File: src/rtl/uart_tx_feeder.sv
// Byte FIFO and tx_req/tx_valid/tx_busy sequencer feeding the UART transmitter.
// Define UART_FEEDER_WDT_EN to add a watchdog that abandons a byte the transmitter never takes.
module uart_tx_feeder #(
    parameter int unsigned AW         = 4,
    parameter int unsigned GAP_CYCLES = 0,
    parameter int unsigned WDT_CYCLES = 64
) (
    input  logic          clk,
    input  logic          rst,
    input  logic [7:0]    wr_data,
    input  logic          wr_en,
    output logic          full,
    output logic          empty,
    output logic [AW:0]   level,
    output logic          ovf,
    input  logic          tx_req,
    input  logic          tx_busy,
    output logic [7:0]    tx_data,
    output logic          tx_valid,
    output logic          wdt_err
);

    localparam int unsigned DEPTH = 1 << AW;
    localparam int unsigned GW    = (GAP_CYCLES > 1) ? $clog2(GAP_CYCLES + 1) : 1;

    localparam logic [2:0] S_IDLE      = 3'd0;
    localparam logic [2:0] S_POP       = 3'd1;
    localparam logic [2:0] S_SEND      = 3'd2;
    localparam logic [2:0] S_WAIT_BUSY = 3'd3;
    localparam logic [2:0] S_WAIT_DONE = 3'd4;

    // The watchdog expiry compare needs at least two clocks of budget.
    if (WDT_CYCLES < 2) begin : g_wdt_chk
        $error("WDT_CYCLES must be at least 2");
    end

    logic [2:0]    state_q, state_d;
    logic [GW-1:0] gap_q, gap_d;
    logic [AW-1:0] wr_ptr_q, rd_ptr_q;
    logic [AW:0]   level_q, level_d;
    logic          full_q, empty_q, ovf_q, tx_valid_q;
    logic [7:0]    tx_data_q;
    logic [7:0]    mem_q [DEPTH];
    logic          push, pop;

`ifdef UART_FEEDER_WDT_EN
    localparam int unsigned WW = $clog2(WDT_CYCLES + 1);
    logic [WW-1:0] wdt_q, wdt_d;
    logic          wdt_err_q, wdt_err_d;
`endif

    assign push = wr_en & ~full_q;
    assign pop  = (state_q == S_POP);

    // Occupancy next value; a simultaneous push and pop cancel out.
    always_comb begin
        level_d = level_q;
        case ({push, pop})
            2'b10:   level_d = level_q + (AW+1)'(1);
            2'b01:   level_d = level_q - (AW+1)'(1);
            default: level_d = level_q;
        endcase
    end

    // Next-state logic for the transmit handshake sequencer.
    always_comb begin
        state_d = state_q;
        gap_d   = gap_q;
`ifdef UART_FEEDER_WDT_EN
        wdt_d     = wdt_q;
        wdt_err_d = 1'b0;
`endif
        case (state_q)
            S_IDLE: begin
                if (gap_q != '0) begin
                    gap_d = gap_q - GW'(1);
                end else if (~empty_q & tx_req & ~tx_busy) begin
                    state_d = S_POP;
                end
            end
            S_POP:  state_d = S_SEND;
            S_SEND: begin
                state_d = S_WAIT_BUSY;
`ifdef UART_FEEDER_WDT_EN
                wdt_d = '0;
`endif
            end
            // tx_req is deliberately ignored here: it lingers high briefly after tx_valid.
            S_WAIT_BUSY: begin
                if (tx_busy) begin
                    state_d = S_WAIT_DONE;
                end
`ifdef UART_FEEDER_WDT_EN
                else if (wdt_q == WW'(WDT_CYCLES - 2)) begin
                    state_d   = S_IDLE;
                    wdt_err_d = 1'b1;
                end else begin
                    wdt_d = wdt_q + WW'(1);
                end
`endif
            end
            S_WAIT_DONE: begin
                if (~tx_busy) begin
                    gap_d   = GW'(GAP_CYCLES);
                    state_d = S_IDLE;
                end
            end
            default: state_d = S_IDLE;
        endcase
    end

    // FSM state register.
    always_ff @(posedge clk or posedge rst) begin
        if (rst) begin
            state_q <= S_IDLE;
            gap_q   <= '0;
`ifdef UART_FEEDER_WDT_EN
            wdt_q     <= '0;
            wdt_err_q <= 1'b0;
`endif
        end else begin
            state_q <= state_d;
            gap_q   <= gap_d;
`ifdef UART_FEEDER_WDT_EN
            wdt_q     <= wdt_d;
            wdt_err_q <= wdt_err_d;
`endif
        end
    end

    // FIFO bookkeeping and registered outputs.
    always_ff @(posedge clk or posedge rst) begin
        if (rst) begin
            wr_ptr_q   <= '0;
            rd_ptr_q   <= '0;
            level_q    <= '0;
            full_q     <= 1'b0;
            empty_q    <= 1'b1;
            ovf_q      <= 1'b0;
            tx_valid_q <= 1'b0;
            tx_data_q  <= '0;
        end else begin
            level_q    <= level_d;
            full_q     <= (level_d == (AW+1)'(DEPTH));
            empty_q    <= (level_d == '0);
            ovf_q      <= wr_en & full_q;
            tx_valid_q <= (state_d == S_SEND);
            if (push) begin
                wr_ptr_q <= wr_ptr_q + AW'(1);
            end
            if (pop) begin
                rd_ptr_q  <= rd_ptr_q + AW'(1);
                tx_data_q <= mem_q[rd_ptr_q];
            end
        end
    end

    // Storage array carries no reset; occupancy tracking makes stale entries unreachable.
    always_ff @(posedge clk) begin
        if (push) begin
            mem_q[wr_ptr_q] <= wr_data;
        end
    end

    assign full     = full_q;
    assign empty    = empty_q;
    assign level    = level_q;
    assign ovf      = ovf_q;
    assign tx_data  = tx_data_q;
    assign tx_valid = tx_valid_q;
`ifdef UART_FEEDER_WDT_EN
    assign wdt_err  = wdt_err_q;
`else
    assign wdt_err  = 1'b0;
`endif

endmodule

File: config.mk
export PLATFORM = sky130hd
export DESIGN_NAME = uart_tx_feeder
export DESIGN_NICKNAME = d
export VERILOG_FILES = /design/src/rtl/uart_tx_feeder.sv
export SDC_FILE = /design/constraint.sdc
export NUM_CORES = 1
export LEC_CHECK = 0
export ABC_AREA = 1
export ABC_CLOCK_PERIOD_IN_PS = 2400
export CORE_MARGIN = 2
export CORE_UTILIZATION = 45
export CTS_BUF_LIST = sky130_fd_sc_hd__clkbuf_2
export CTS_CLUSTER_SIZE = 24
export DETAILED_ROUTE_END_ITERATION = 10
export SYNTH_ARGS = -nofsm -noshare
export SYNTH_HDL_FRONTEND = slang
export SYNTH_SLANG_ARGS = --single-unit
File: constraint.sdc
create_clock -name clk -period 2.4 [get_ports clk]
set_input_delay 0.24 -clock clk [delete_from_list [all_inputs] [get_ports clk]]
set_output_delay 0.24 -clock clk [all_outputs]
set_load 0.1 [all_outputs]
== After elaboration in Yosys (flattened, before gate mapping) ==
Memory sizes are Yosys's and may differ from the RTL's. A register that Yosys moved wholly into a read port is not among the register bits.
Cells that the tools add are included.
W data, S select, Z words.

* Memories kept: 1
* Output and inout bits: 18
* RAM bits: 128
* Logic and storage cells: 46
* Bits of input ports: 13
* Flip-flop bits (word level): 21

* Equal/unequal tests: 9
* Reductions and logical operators: 4
* Add/sub/neg operators: 5
* Bitwise logic cells: 7
* Multiplexer cells: 11

{| class="wikitable"
|+ Memory list
! memory !! words !! width !! read ports !! clocked after memory_dff !! write ports !! RTL line !! text
|-
| mem_q || 16 || 8 || 1 || 1 || 1 || 43 || <nowiki>logic [7:0] mem_q [DEPTH];</nowiki>
|}

{| class="wikitable"
|+ Operators with widths
! cell !! count
|-
| $pmux W3 S5 || 1
|-
| $mux W3 || 4
|-
| $pmux W5 S2 || 1
|-
| $eq A3 B2 Y1 const B || 3
|-
| $add A4 B1 Y4 const B || 2
|-
| $add A5 B1 Y5 const B || 1
|-
| $eq A5 B5 Y1 const B || 1
|-
| $logic_not A5 Y1 || 1
|-
| $sub A5 B1 Y5 const B || 1
|-
| $and A1 B1 Y1 || 4
|-
| $mux W1 || 4
|-
| $eq A3 B1 Y1 const B || 1
|-
| $eq A3 B3 Y1 const B || 1
|-
| $logic_not A3 Y1 || 1
|-
| $not A1 Y1 || 3
|-
| $eq A2 B1 Y1 const B || 1
|-
| $eq A2 B2 Y1 const B || 1
|-
| $ne A2 B2 Y1 const B || 1
|-
| $pmux W1 S2 || 1
|-
| $reduce_and A2 Y1 || 1
|-
| $reduce_bool A2 Y1 || 1
|-
| $sub A1 B1 Y1 const B || 1
|}

== Logic depth before layout (Yosys ltp) ==
* Word-level depth: 7
* Mapped depth: 17
* Mapped depth without buffers: 17

== Worst setup path after synthesis ==
Ideal clock, no wire load.

* Path type: register to register
* Start: reg full_q, in the netlist full
* End: reg empty_q, in the netlist empty
* Slack: -0.151 ns
* Data arrival time: 2.484 ns
* Cell stages (with the launch flop): 13
* Clock period less this slack: 2.551 ns
* Path through: dfrtp_1 -> nor2_2 -> inv_1 -> ha_1 -> nand2_1 -> inv_1 -> nor2_1 -> ha_1 -> o21ai_0 -> nand2_1 -> nor2_1 -> nand3_1 -> nor2_1

* Cells in the longest elaborated chain, start to end: 5

{| class="wikitable"
|+ Ends and longest elaborated chain
! element !! RTL line !! text
|-
| start: declaration || 41 || <nowiki>logic full_q, empty_q, ovf_q, tx_valid_q;</nowiki>
|-
| start signal: assignment || 144 || <nowiki>full_q <= (level_d == (AW+1)'(DEPTH));</nowiki>
|-
| $not A1 Y1 * || 52 || <nowiki>assign push = wr_en & ~full_q;</nowiki>
|-
| $and A1 B1 Y1 * || 52 ||
|-
| $eq A2 B1 Y1 / $eq A2 B2 Y1 (equally long branches) || 58 || <nowiki>case ({push, pop})</nowiki>
|-
| $pmux W5 S2 * || 58 ||
|-
| $logic_not A5 Y1 * || 145 || <nowiki>empty_q <= (level_d == '0);</nowiki>
|-
| end signal: assignment || 145 ||
|-
| end: declaration || 41 ||
|}

Every way passes the cells marked *; elsewhere a longest branch is shown, timed or not.
A chain may end at the register's enable or synchronous reset.

== Worst setup path in the final report ==
* Start: in wr_en
* End: reg empty_q, in the netlist empty

* Cells in the longest elaborated chain, start to end: 4

{| class="wikitable"
|+ Ends and longest elaborated chain
! element !! RTL line !! text
|-
| start: declaration || 11 || <nowiki>input logic wr_en,</nowiki>
|-
| $and A1 B1 Y1 * || 52 ||
|-
| $eq A2 B1 Y1 / $eq A2 B2 Y1 (equally long branches) || 58 ||
|-
| $pmux W5 S2 * || 58 ||
|-
| $logic_not A5 Y1 * || 145 ||
|}

Marked as above.

==> results.md <==
- Initial core utilization: 45.5%
- Max H-tree Level: 4
- # Max-Cap Violations: 0
- Part of the power in combinational logic: 43.7%
- Final weighted congestion in routability-driven placement: 0.806
- Total wire length: 14100 um
- Status: finished clean
- Critical path launch point type: primary input
- Total grt overflow: 0
- Post-Syn Area: 0.00654 sq mm
- Final Max Slew Viols: 0
- Number of global-route vias before repair: 4337
- Non-filler cells, final: 843
- PD cells: 1230 mW/mm^2
- Port Buf Inserts: 29
- Pre-CTS setup slack: -48.3 ps
- Post-placement cell count: 810
- Layout Utilization: 51.2%
- Switching share of power: 44.7%
- Clk pin slew, worst setup/hold paths: 170 ps
- DRC violations left: 0
- Wirelength per Cell: 16.8 um
- Largest net degree at the start of global routing: 62
- Total Routing Usage GR: 19.4%
- Sw power: 4.06 mW
- I/O pin total: 31
- Register area share after synthesis: 69.5%
- Fin worst setup slack: 190 ps
- Sink Count: 156
- Slowest stage delay, CP: 530 ps
- Syn_nets: 614
- Die width: 125 um
- Vias/cell: 5.19
- Max Used Layer: met4
- Period minus WS final: 2210 ps
- Worst setup EP type: register
- Global-route wire length before repair: 23000 um
- Met2 routed wirelength: 6880 um
- Core area: 0.0144 sq mm
- Worst path slowest cell: dlygate4sd3_1
- Arrival @ worst endpoint: 2850 ps
- Met3 routed WL: 627 um
- Fmax: 453 MHz
- Worst Path Max Fanout: 6
- Clock buffer count from CTS: 17
- Flops & latches, synth: 156
- Leakage power: 3.00 nW
- Clock Skew: 32.0 ps
- Final ANT Viol Nets: 0
- Fin. Hold Viols: 0
- P&R area growth vs syn: 12.5%
- Syn. warnings: 0
- CP Cell Sequence: dlygate4sd3_1 > clkdlybuf4s50_1 > inv_1 > nor2_2 > inv_1 > ha_2 > nand2_1 > inv_1 > nor2_1 > ha_1 > o21ai_0 > nand2_1 > nor2_1 > nand3_1 > nor2_1
- Initial antenna violation count: 0
- Drt pass-1 iters: 5
- Die ar.: 0.0155 sq mm
- M1 WL: 6360 um
- Yosys cell types: 29
- Hold WC Path Type: in -> reg
- CTS Buffer Depth: 2
- Seq pwr share: 40.7%
- Clock latency on the worst-skew pair: 720 ps
- Hpwl dp: 9200 um
- Iteration-0 DRC Markers: 383
- P_int: 5.02 mW
- Required @ worst endpoint: 3040 ps
- Fin nets: 669
- Clock power share: 15.7%
- Setup CP Type: in -> reg
- Worst slew margin: 55.5%
- Cells after synthesis: 592
- Avg Inst Size Synth: 11.0 sq um
- Setup Fix Bufs, Post-CTS: 0
- # setup viols final: 0
- Root Buffer Master: clkbuf_2
- Ant. Diodes: 0
- Layout cell share with drive strength beyond 1: 12.9%
- Row cnt: 44
- Period utilization: 92.1%
- Die H: 125 um
- Maximum VDD drop: 1050 uV
- CTS tree: yes
- Total number of vias: 4374
- Worst Max-Slew Pin Slew: 665 ps
- Final TNS setup: 0 ps
==> cell usage in the layout (no fill, tap or decap), types with 4 or more instances in the layout <==
| cell type | count |
|---|---|
| xor2_1 | 8 |
| clkbuf_2 | 20 |
| ha_1 | 8 |
| o22ai_1 | 6 |
| o21ai_0 | 18 |
| nor2_1 | 39 |
| clkdlybuf4s50_1 | 12 |
| nor3_1 | 5 |
| nand2_1 | 201 |
| inv_2 | 4 |
| clkinv_2 | 6 |
| nand3_1 | 70 |
| a21oi_1 | 14 |
| dfrtp_1 | 25 |
| edfxtp_1 | 128 |
| buf_4 | 45 |
| inv_1 | 28 |
==> what timing repair did <==
item / 4_1_cts / 5_1_grt
hold endpoints to repair: 28 / 0
setup endpoints to repair: 0 / 2
resized for setup: 0 / 1
hold buffers: 2 / 0
==> cell families after synthesis <==
kind of cell,count (synthesis),share of synthesized area [%]
and+or+nand+nor,320,20.1
DFF,156,69.5
buffers and inverters,57,4.13
AOI/OAI and AO/OA,41,3.37
other,1,0.0573
adders and majority gates,9,1.72
xor gates and xnor gates,8,1.07
==> cells in the mapped netlist <==
master	number	area share, %
a21oi_1	14	1.1
nor3_4	1	0.25
inv_1	28	1.6
nand3_1	70	5.4
xor2_1	8	1.1
conb_1	1	0.057
buf_1	1	0.057
dfstp_2	1	0.40
nand2_1	201	12
ha_1	9	1.7
inv_2	4	0.23
nor2_2	1	0.096
o21ai_1	1	0.076
o22ai_1	6	0.57
o211a_1	1	0.15
nor3_1	5	0.38
buf_2	12	0.92
buf_4	9	1.0
or2_1	1	0.096
edfxtp_1	128	59
clkbuf_1	1	0.057
nor2_1	39	2.2
o21ai_0	18	1.4
dfrtp_1	27	10
o21bai_1	1	0.11
clkinv_1	1	0.057
buf_6	1	0.17
nor4_1	1	0.096
nand4_1	1	0.096
==> per-stage QoR <==
| step | power (mW) | hold slack (ps) | instance area (sq um) |
|---|---|---|---|
| floorplan | 6.66 | 305 | 6540 |
| global placement | 7.63 | 471 | 7100 |
| detailed placement | 7.72 | 472 | 7100 |
| CTS | 9.13 | 72.0 | 7350 |
| global route | 9.71 | 38.9 | 7350 |
| finish | 9.08 | 161 | 7350 |
==> final cells by class <==
cell class                      count  area [sq um]
Tap cell                          184           230
Timing Repair Buffer               60           498
Clock buffer                       20           100
Multi-Input combinational cell    379          1730
Inverter                           33           124
Sequential cell                   156          4550
Fill cell                        1302          7010
Clock inverter                     11           128
==> routing by layer <==
layer,vias up,track usage [%]
met1,2120,25.6
met4,0,6.48
met5,-,0
li1,2113,-
met2,116,31.6
met3,25,4.73
==> power by group through the flow <==
stage / Combinational (mW) / Sequential [mW] / Clock (mW)
2_1_floorplan: 2.13 / 4.53 / 0
3_3_place_gp: 3.89 / 3.74 / 0
3_5_place_dp: 3.97 / 3.75 / 0
4_1_cts: 3.98 / 3.69 / 1.46
5_1_grt: 4.38 / 3.75 / 1.58
6_report: 3.96 / 3.69 / 1.42
==> path summary, 6_finish.rpt <==
| path | end | cells after the start | slack [ps] | from |
|---|---|---|---|---|
| hold / removal | state_q[2]$_DFF_PP0_ | 2 | 160 | tx_busy |
| setup / recovery | empty$_DFF_PP1_ | 15 | 190 | wr_en |
| hold reg to reg | tx_data[3]$_DFFE_PP0N_ | 2 | 520 | tx_data[3]$_DFFE_PP0N_ |
| max in group asynchronous | empty$_DFF_PP1_ | 4 | 1630 | rst |
| setup reg to reg | empty$_DFF_PP1_ | 10 | 230 | state_q[1]$_DFF_PP0_ |
| min in group asynchronous | tx_data[3]$_DFFE_PP0N_ | 4 | 430 | rst |
==> worst max-delay path, delay by kind of cell <==
family	cells	cell delay (ps)
compound gates	1	250
fa+ha+maj	2	460
buf+inv	5	1190
simple gates	7	700
==> registers in the layout (all words and copies together) (netlist names) <==
register	count
mem_q	128
level	5
rd_ptr_q	4
tx_valid	1
wr_ptr_q	4
full	1
tx_data	8
ovf	1
empty	1
state_q	3
(Power assumes the default switching activity.)
